`src/rtl/dma_ddr_channel_guard.sv`:
```
// ============================================================================
// dma_ddr_channel_guard: latches the active DMA descriptor's DDR bank and
// gates AXI-MM AR/AW requests so the bank never changes with traffic in flight.
// Revision: 1.0
// ============================================================================
`default_nettype none

module dma_ddr_channel_guard #(
  parameter int NUM_LOCAL_MEM_BANKS = 2,
  parameter int ADDR_WIDTH          = 34,
  parameter int MAX_OUTSTANDING     = 64,
  localparam int SEL_W = (NUM_LOCAL_MEM_BANKS > 1) ? $clog2(NUM_LOCAL_MEM_BANKS) : 1,
  localparam int CNT_W = $clog2(MAX_OUTSTANDING + 1)
) (
  input  logic                  clk,
  input  logic                  reset,
  input  logic                  desc_valid,
  output logic                  desc_ready,
  input  logic [1:0]            desc_mode,
  input  logic [ADDR_WIDTH-1:0] desc_src_addr,
  input  logic [ADDR_WIDTH-1:0] desc_dest_addr,
  input  logic                  xfer_done,
  output logic [1:0]            active_mode,
  output logic [SEL_W-1:0]      channel_sel,
  output logic                  active,
  input  logic                  eng_arvalid,
  output logic                  eng_arready,
  output logic                  ddr_arvalid,
  input  logic                  ddr_arready,
  input  logic                  eng_awvalid,
  output logic                  eng_awready,
  output logic                  ddr_awvalid,
  input  logic                  ddr_awready,
  input  logic                  ddr_rvalid,
  input  logic                  ddr_rready,
  input  logic                  ddr_rlast,
  input  logic                  ddr_bvalid,
  input  logic                  ddr_bready,
  output logic [CNT_W-1:0]      rd_outstanding,
  output logic [CNT_W-1:0]      wr_outstanding,
  output logic                  err_bad_bank,
  output logic                  err_underflow
);

  localparam logic [1:0] MODE_DDR_TO_HOST = 2'd1;
  localparam logic [1:0] MODE_HOST_TO_DDR = 2'd2;

  typedef enum logic [1:0] {ST_IDLE, ST_ACTIVE, ST_DRAIN} state_t;

  state_t           state_q, state_d;
  logic [SEL_W-1:0] channel_sel_q, channel_sel_d;
  logic [1:0]       active_mode_q, active_mode_d;
  logic [CNT_W-1:0] rd_cnt_q, rd_cnt_d;
  logic [CNT_W-1:0] wr_cnt_q, wr_cnt_d;
  logic             err_bad_bank_q, err_bad_bank_d;
  logic             err_underflow_q, err_underflow_d;

  logic             rd_ok, wr_ok;
  logic             ar_hs, aw_hs, r_hs, b_hs;
  logic [SEL_W-1:0] desc_sel;

  // Only the bank-select bits of the descriptor addresses matter here.
  logic unused_addr_bits;
  assign unused_addr_bits = ^{desc_src_addr[ADDR_WIDTH-SEL_W-1:0],
                              desc_dest_addr[ADDR_WIDTH-SEL_W-1:0]};

  assign rd_ok = (state_q == ST_ACTIVE) && (rd_cnt_q < CNT_W'(MAX_OUTSTANDING));
  assign wr_ok = (state_q == ST_ACTIVE) && (wr_cnt_q < CNT_W'(MAX_OUTSTANDING));

  assign ddr_arvalid = eng_arvalid && rd_ok;
  assign eng_arready = ddr_arready && rd_ok;
  assign ddr_awvalid = eng_awvalid && wr_ok;
  assign eng_awready = ddr_awready && wr_ok;

  assign ar_hs = eng_arvalid && ddr_arready && rd_ok;
  assign aw_hs = eng_awvalid && ddr_awready && wr_ok;
  assign r_hs  = ddr_rvalid && ddr_rready && ddr_rlast;
  assign b_hs  = ddr_bvalid && ddr_bready;

  always_comb begin
    state_d         = state_q;
    channel_sel_d   = channel_sel_q;
    active_mode_d   = active_mode_q;
    rd_cnt_d        = rd_cnt_q;
    wr_cnt_d        = wr_cnt_q;
    err_bad_bank_d  = err_bad_bank_q;
    err_underflow_d = err_underflow_q;
    desc_sel        = '0;

    if (desc_mode == MODE_DDR_TO_HOST) begin
      desc_sel = desc_src_addr[ADDR_WIDTH-1 -: SEL_W];
    end else if (desc_mode == MODE_HOST_TO_DDR) begin
      desc_sel = desc_dest_addr[ADDR_WIDTH-1 -: SEL_W];
    end

    // A simultaneous increment and decrement cancel, including at zero.
    if (ar_hs && !r_hs) begin
      rd_cnt_d = rd_cnt_q + CNT_W'(1);
    end else if (r_hs && !ar_hs) begin
      if (rd_cnt_q == '0) err_underflow_d = 1'b1;
      else                rd_cnt_d = rd_cnt_q - CNT_W'(1);
    end

    if (aw_hs && !b_hs) begin
      wr_cnt_d = wr_cnt_q + CNT_W'(1);
    end else if (b_hs && !aw_hs) begin
      if (wr_cnt_q == '0) err_underflow_d = 1'b1;
      else                wr_cnt_d = wr_cnt_q - CNT_W'(1);
    end

    case (state_q)
      ST_IDLE: begin
        if (desc_valid) begin
          if ({1'b0, desc_sel} >= (SEL_W + 1)'(NUM_LOCAL_MEM_BANKS)) begin
            err_bad_bank_d = 1'b1;
          end else begin
            channel_sel_d = desc_sel;
            active_mode_d = desc_mode;
            state_d       = ST_ACTIVE;
          end
        end
      end
      ST_ACTIVE: begin
        if (xfer_done) begin
          if (rd_cnt_q == '0 && wr_cnt_q == '0 && !ar_hs && !aw_hs) state_d = ST_IDLE;
          else                                                      state_d = ST_DRAIN;
        end
      end
      ST_DRAIN: begin
        // Release as soon as the last response lands so the next descriptor waits no longer.
        if (rd_cnt_d == '0 && wr_cnt_d == '0) state_d = ST_IDLE;
      end
      default: state_d = ST_IDLE;
    endcase
  end

  always_ff @(posedge clk) begin
    if (reset) begin
      state_q         <= ST_IDLE;
      channel_sel_q   <= '0;
      active_mode_q   <= '0;
      rd_cnt_q        <= '0;
      wr_cnt_q        <= '0;
      err_bad_bank_q  <= 1'b0;
      err_underflow_q <= 1'b0;
    end else begin
      state_q         <= state_d;
      channel_sel_q   <= channel_sel_d;
      active_mode_q   <= active_mode_d;
      rd_cnt_q        <= rd_cnt_d;
      wr_cnt_q        <= wr_cnt_d;
      err_bad_bank_q  <= err_bad_bank_d;
      err_underflow_q <= err_underflow_d;
    end
  end

  assign desc_ready     = (state_q == ST_IDLE);
  assign active         = (state_q != ST_IDLE);
  assign channel_sel    = channel_sel_q;
  assign active_mode    = active_mode_q;
  assign rd_outstanding = rd_cnt_q;
  assign wr_outstanding = wr_cnt_q;
  assign err_bad_bank   = err_bad_bank_q;
  assign err_underflow  = err_underflow_q;

endmodule

`default_nettype wire

```
`config.mk`:
```
export PLATFORM = sky130hd
export DESIGN_NAME = dma_ddr_channel_guard
export DESIGN_NICKNAME = d
export VERILOG_FILES = /design/src/rtl/dma_ddr_channel_guard.sv
export SDC_FILE = /design/constraint.sdc
export NUM_CORES = 1
export LEC_CHECK = 0
export CAP_MARGIN = 20
export CORE_MARGIN = 2
export CORE_UTILIZATION = 34
export CTS_CLUSTER_DIAMETER = 40
export DETAILED_ROUTE_END_ITERATION = 10
export PLACE_DENSITY = 0.8
export SKIP_LAST_GASP = 1
export SLEW_MARGIN = 10
export SYNTH_ARGS = -nofsm -noshare
export SYNTH_HDL_FRONTEND = slang
export SYNTH_SLANG_ARGS = --single-unit
```
`constraint.sdc`:
```
create_clock -name clk -period 2.7 [get_ports clk]
set_input_delay 0.54 -clock clk [delete_from_list [all_inputs] [get_ports clk]]
set_output_delay 0.54 -clock clk [all_outputs]
set_load 0.01 [all_outputs]
```
Word level (Yosys, flattened, before mapping)
Cells that the tools add are included.
Widths: inputs -> output; s select.
Word-level totals
  output and inout port bits: 25
  register bits after elaboration: 20
  input port bits: 83
Cells by class
  add/subtract/negate cells: 4
  reduce and logical (&&, ||, !) cells: 33
  $lt $le $gt $ge: 2
  mux-type cells: 19
  eq/ne operators: 7
Operators with widths (count)
  $mux 7: 6
  $logic_not 7->1: 4
  $logic_and 1x1->1: 21
  $add 7x1->7 const B: 2
  $lt 7x7->1 const B: 2
  $sub 7x1->7 const B: 2
  $mux 1: 8
  $mux 2: 4
  $ne 2x2->1 const B: 3
  $pmux 2 s3: 1
  $eq 2x1->1 const B: 2
  $eq 2x2->1 const B: 2
  $logic_not 1->1: 4
  $reduce_and 3->1: 1
  $logic_not 2->1: 1
  $reduce_and 2->1: 1
  $reduce_bool 2->1: 1

Longest topological paths before layout
Gate-level depths: netlist of the first run.
  depth in word-level cells: 11
  mapped depth: 9
  depth with buffers taken out: 9

Least setup slack after synthesis of the first run
OpenSTA, ideal clock, no wires.
  kind: register to register
  from: register wr_cnt_q[0] (netlist: wr_outstanding[0])
  to: register state_q[1]
  path buffers: 0
  arrival time: 2283 ps
  path slack: 283 ps
  setup time: 135 ps
  stages on the path, launching flop included: 10
  cells stage by stage: dfxtp_1 -> inv_1 -> ha_1 -> or4b_2 -> nor3_4 -> nor3_1 -> nor2_1 -> a22oi_1 -> nor4b_1 -> a32oi_1
On the way
  longest elaborated chain between the ends: 11
  elaborated cells between the ends (all ways): 22
  those cells by class: add/sub (2); order compare (1); eq/ne (1); mux (6); reduce/logical (12)
Ends and longest elaborated chain
  start, declared: line 54  | logic [CNT_W-1:0] wr_cnt_q, wr_cnt_d;
  start signal, assigned: line 151  | wr_cnt_q <= wr_cnt_d;
  $lt 7x7->1: line 68  | assign wr_ok = (state_q == ST_ACTIVE) && (wr_cnt_q < CNT_W'(MAX_OUTSTANDING));
  $logic_and 1x1->1: line 68
  $logic_and 1x1->1: line 76  | assign aw_hs = eng_awvalid && ddr_awready && wr_ok;
  $logic_not 1->1: line 106, 125
  $logic_and 1x1->1: line 106  | end else if (b_hs && !aw_hs) begin
  $mux 7: line 106
  $mux 7: line 104  | if (aw_hs && !b_hs) begin
  $logic_not 7->1: line 131  | if (rd_cnt_d == '0 && wr_cnt_d == '0) state_d = ST_IDLE;
  $logic_and 1x1->1: line 131
  $ne 2x2->1 (no line)
  $reduce_and 3->1 (no line)
  end signal, assigned: line 147  | state_q <= state_d;
  end, declared: line 50  | state_t state_q, state_d;
Several ways; a longest one is shown, not always the timed one. The select of a mux whose other input is x is not followed.
A chain may end at the register's enable or synchronous reset.

Final worst setup path of the first run
Ends and elaborated chain as after synthesis.

==> impl_metrics.env, run 1 <==
export IMPL_rsz0062_at_grt="no"
export IMPL_grt_util_met2=0.2995
export IMPL_timing_fmax_mhz=391.7
export IMPL_clock_path_buffers=2
export IMPL_die_w_um=69.79
export IMPL_slowest_stage="or4b_2"
export IMPL_synth_area_um2=1471
export IMPL_cts_sinks=20
export IMPL_maxCapViolations=0
export IMPL_postCtsHoldBufs=0
export IMPL_path_cells="inv_1, ha_1, or4b_2, nor3_4, buf_4, nor2_1, o311a_1, nor4b_2, a32oi_1"
export IMPL_io_pins=108
export IMPL_synth_edf_count=0
export IMPL_grt_util_met3=0.03488
export IMPL_setup_viol=0
export IMPL_worstHoldPathType="flip-flop to flip-flop"
export IMPL_clk_latency_ns=0.27
export IMPL_drive_above_1_share=0.1299
export IMPL_synth_nets=287
export IMPL_antenna_found_initial=0
export IMPL_core_um2=4086
export IMPL_drc=0
export IMPL_status="complete, no violations"
export IMPL_io_buffers=40
export IMPL_htreeDepth=1
export IMPL_tritoncts="done"
export IMPL_fp_dieH_um=69.79
export IMPL_cts_resized=0
export IMPL_path_delay_family="simple AND/OR/NAND/NOR gates"
export IMPL_dp_slack_ns=0.07017
export IMPL_finalSetupTns_ns=0
export IMPL_crit_buf_inv=2
export IMPL_dieArea_um2=4870
export IMPL_worst_setup_path_type="flip-flop to flip-flop"
export IMPL_grt_pass1_wl_mm=7.245
export IMPL_place_gp_congestion=0.9021
export IMPL_post_route_period_util=0.9455
export IMPL_grt_busiest_layer="met2"
export IMPL_cp_max_fo=5
export IMPL_synth_cell_type_count=54
export IMPL_cts_setup_buffers=0
export IMPL_ys_flop_type="dfxtp_1"
export IMPL_final_nets=344
export IMPL_cts_buffers=3
export IMPL_worstPathArrival_ns=2.70
export IMPL_skew_ns=0.001425
export IMPL_period_needed_ns=2.553
export IMPL_hpwl_mm=3.285
export IMPL_yosysWarnings=0
export IMPL_critPathRequiredTime_ns=2.84
export IMPL_start_kind="flip-flop"
export IMPL_worst_pin_slew_ns=0.5848
export IMPL_wire_per_inst_um=14.29
export IMPL_power_density_nw_per_um2=880.9
export IMPL_p_leak_nw=0.8223
export IMPL_drt_pre_antenna_iters=4
export IMPL_num_rows=23
export IMPL_peakVddDrop_v=0.0006517
export IMPL_clkTransAtPathRegs_ns=0.08
export IMPL_syn_avg_cell_area_um2=7.431
export IMPL_vias=1746
export IMPL_hold_viol_final=0
export IMPL_vias_per_cell=5.743
export IMPL_cts_root_buffer="clkbuf_8"
export IMPL_critical_path_endpoint_type="flip-flop"
export IMPL_ys_seq_area_frac=0.2721
export IMPL_async_reset_ff_frac=0
export IMPL_grt_use_met1=0.2229
export IMPL_ant_nets=0
export IMPL_slew_viol_final=0
export IMPL_synthToLayoutAreaGrowth_pct=44.30
export IMPL_syn_inst=198
export IMPL_grt_usage=0.1771
export IMPL_cp_slowest_stage_delay_ns=0.67
export IMPL_grt_overflow=0
export IMPL_antenna_cells=0
export IMPL_routed_wl_mm=4.345
export IMPL_slew_headroom=0.6071
export IMPL_start_util=0.3601
export IMPL_grt_pass1_vias=1615
export IMPL_layout_setup_ws_ns=0.1470
export IMPL_fillerInstances=412
export IMPL_drtIter0Drc=102
export IMPL_synth_seq_cells=20
export IMPL_grt_max_degree=21
==> path summary, 6_finish.rpt <==
| check | start | cells past startpoint | slack, ns | to |
|---|---|---|---|---|
| setup / recovery | wr_outstanding[0] | 9 | 0.15 | state_q[1] |
| hold reg to reg | active_mode[1] | 2 | 0.46 | active_mode[1] |
| setup reg to reg | wr_outstanding[0] | 9 | 0.15 | state_q[1] |
| hold / removal | active_mode[1] | 2 | 0.46 | active_mode[1] |
==> where the power goes <==
part | internal [mW] | leakage (nW) | switching (mW)
logic | 0.566 | 0.623 | 0.557
registers | 0.358 | 0.163 | 0.0780
clock network | 0.198 | 0.0357 | 0.113
total | 1.12 | 0.822 | 0.748
==> placed cells by master (no fill, tap or decap), drive strengths merged, types with 4 or more instances in the layout <==
master / n
a21oi: 10
and3: 4
buf: 19
clkdlybuf4s50: 40
dfxtp: 20
ha: 6
inv: 9
nand2: 13
nand3: 9
nor2: 32
nor2b: 5
nor3: 12
o21ai: 11
or3: 4
==> metrics by stage <==
step	cells	area, µm²	power, mW	hold slack (ns)	utilization
floorplan	198	1471	1.087	0.4646	-
global placement	300	2046	1.515	0.4444	0.5006
detailed placement	300	2046	1.534	0.4506	0.5006
CTS	304	2117	1.853	0.4657	0.5181
global route	304	2123	1.996	0.4857	0.5196
finish	304	2123	1.870	0.4615	0.5196
==> state kept, by name, summed over array words and instances, names as in the netlist <==
signal,cells
err_underflow,1
state_q,2
active_mode,2
rd_outstanding,7
wr_outstanding,7
channel_sel,1
==> Yosys cell counts, types with 2 or more instances <==
cell type   n  area share
nand3b_1    3       0.015
and3_1      4       0.017
o31ai_1     2       0.010
a211oi_1    2       0.010
a21oi_1     9       0.031
nand2_1    13       0.033
clkbuf_1    5       0.013
dfxtp_1    20        0.27
or3_1       4       0.017
o211ai_1    3       0.015
nand2b_1    2      0.0085
a21boi_0    2       0.010
inv_1       9       0.023
nor3_1     11       0.037
o21ai_0    10       0.034
ha_1        6       0.051
mux2_2      2       0.015
nor4_1      3       0.013
xnor2_1     2       0.012
nand3_1     9       0.031
o21a_1      2       0.010
a311oi_1    3       0.018
nand4_1     2      0.0085
a22oi_1     3       0.015
nor3b_1     3       0.015
nor2_1     32       0.082
nor2b_1     5       0.021
==> cell families after synthesis <==
logic type,Yosys count,synth area share
compound gates,47,0.2219
xor+xnor,2,0.01191
fa+ha+maj,6,0.05102
buf+inv,16,0.04422
flops,20,0.2721
mux,3,0.02211
other cells,1,0.002549
simple gates,103,0.3742
==> cell type report <==
cell class	count	area, µm²	share of cell area
Clock buffer	3	41.29	0.01945
Clock inverter	1	30.03	0.01414
Inverter	9	33.78	0.01591
Multi-Input combinational cell	162	1012	0.4767
Sequential cell	20	400.4	0.1886
Tap cell	50	62.56	0.02946
Timing Repair Buffer	59	543.0	0.2557
==> layer usage <==
metal  vias to the layer above  wire, µm
li1                        843         -
met1                       812      1806
met2                        84      2103
met3                         7       379
met4                         0        55
met5                         -         0
==> worst min-delay path, cell delays in order (launching register included) <==
cell and delay (ns):
dfxtp_1 0.32, nand2_1 0.05, a21oi_1 0.05
Power figures use the tool's default switching activity.
==> run 2: changes to the inputs <==
--- a/config.mk
+++ b/config.mk
@@ -5,7 +5,6 @@
 export SDC_FILE = /design/constraint.sdc
 export NUM_CORES = 1
 export LEC_CHECK = 0
-export CAP_MARGIN = 20
 export CORE_MARGIN = 2
 export CORE_UTILIZATION = 34
 export CTS_CLUSTER_DIAMETER = 40
==> results of run 2 <==
No change in the layout: final DEF, timing and power equal those of run 1.
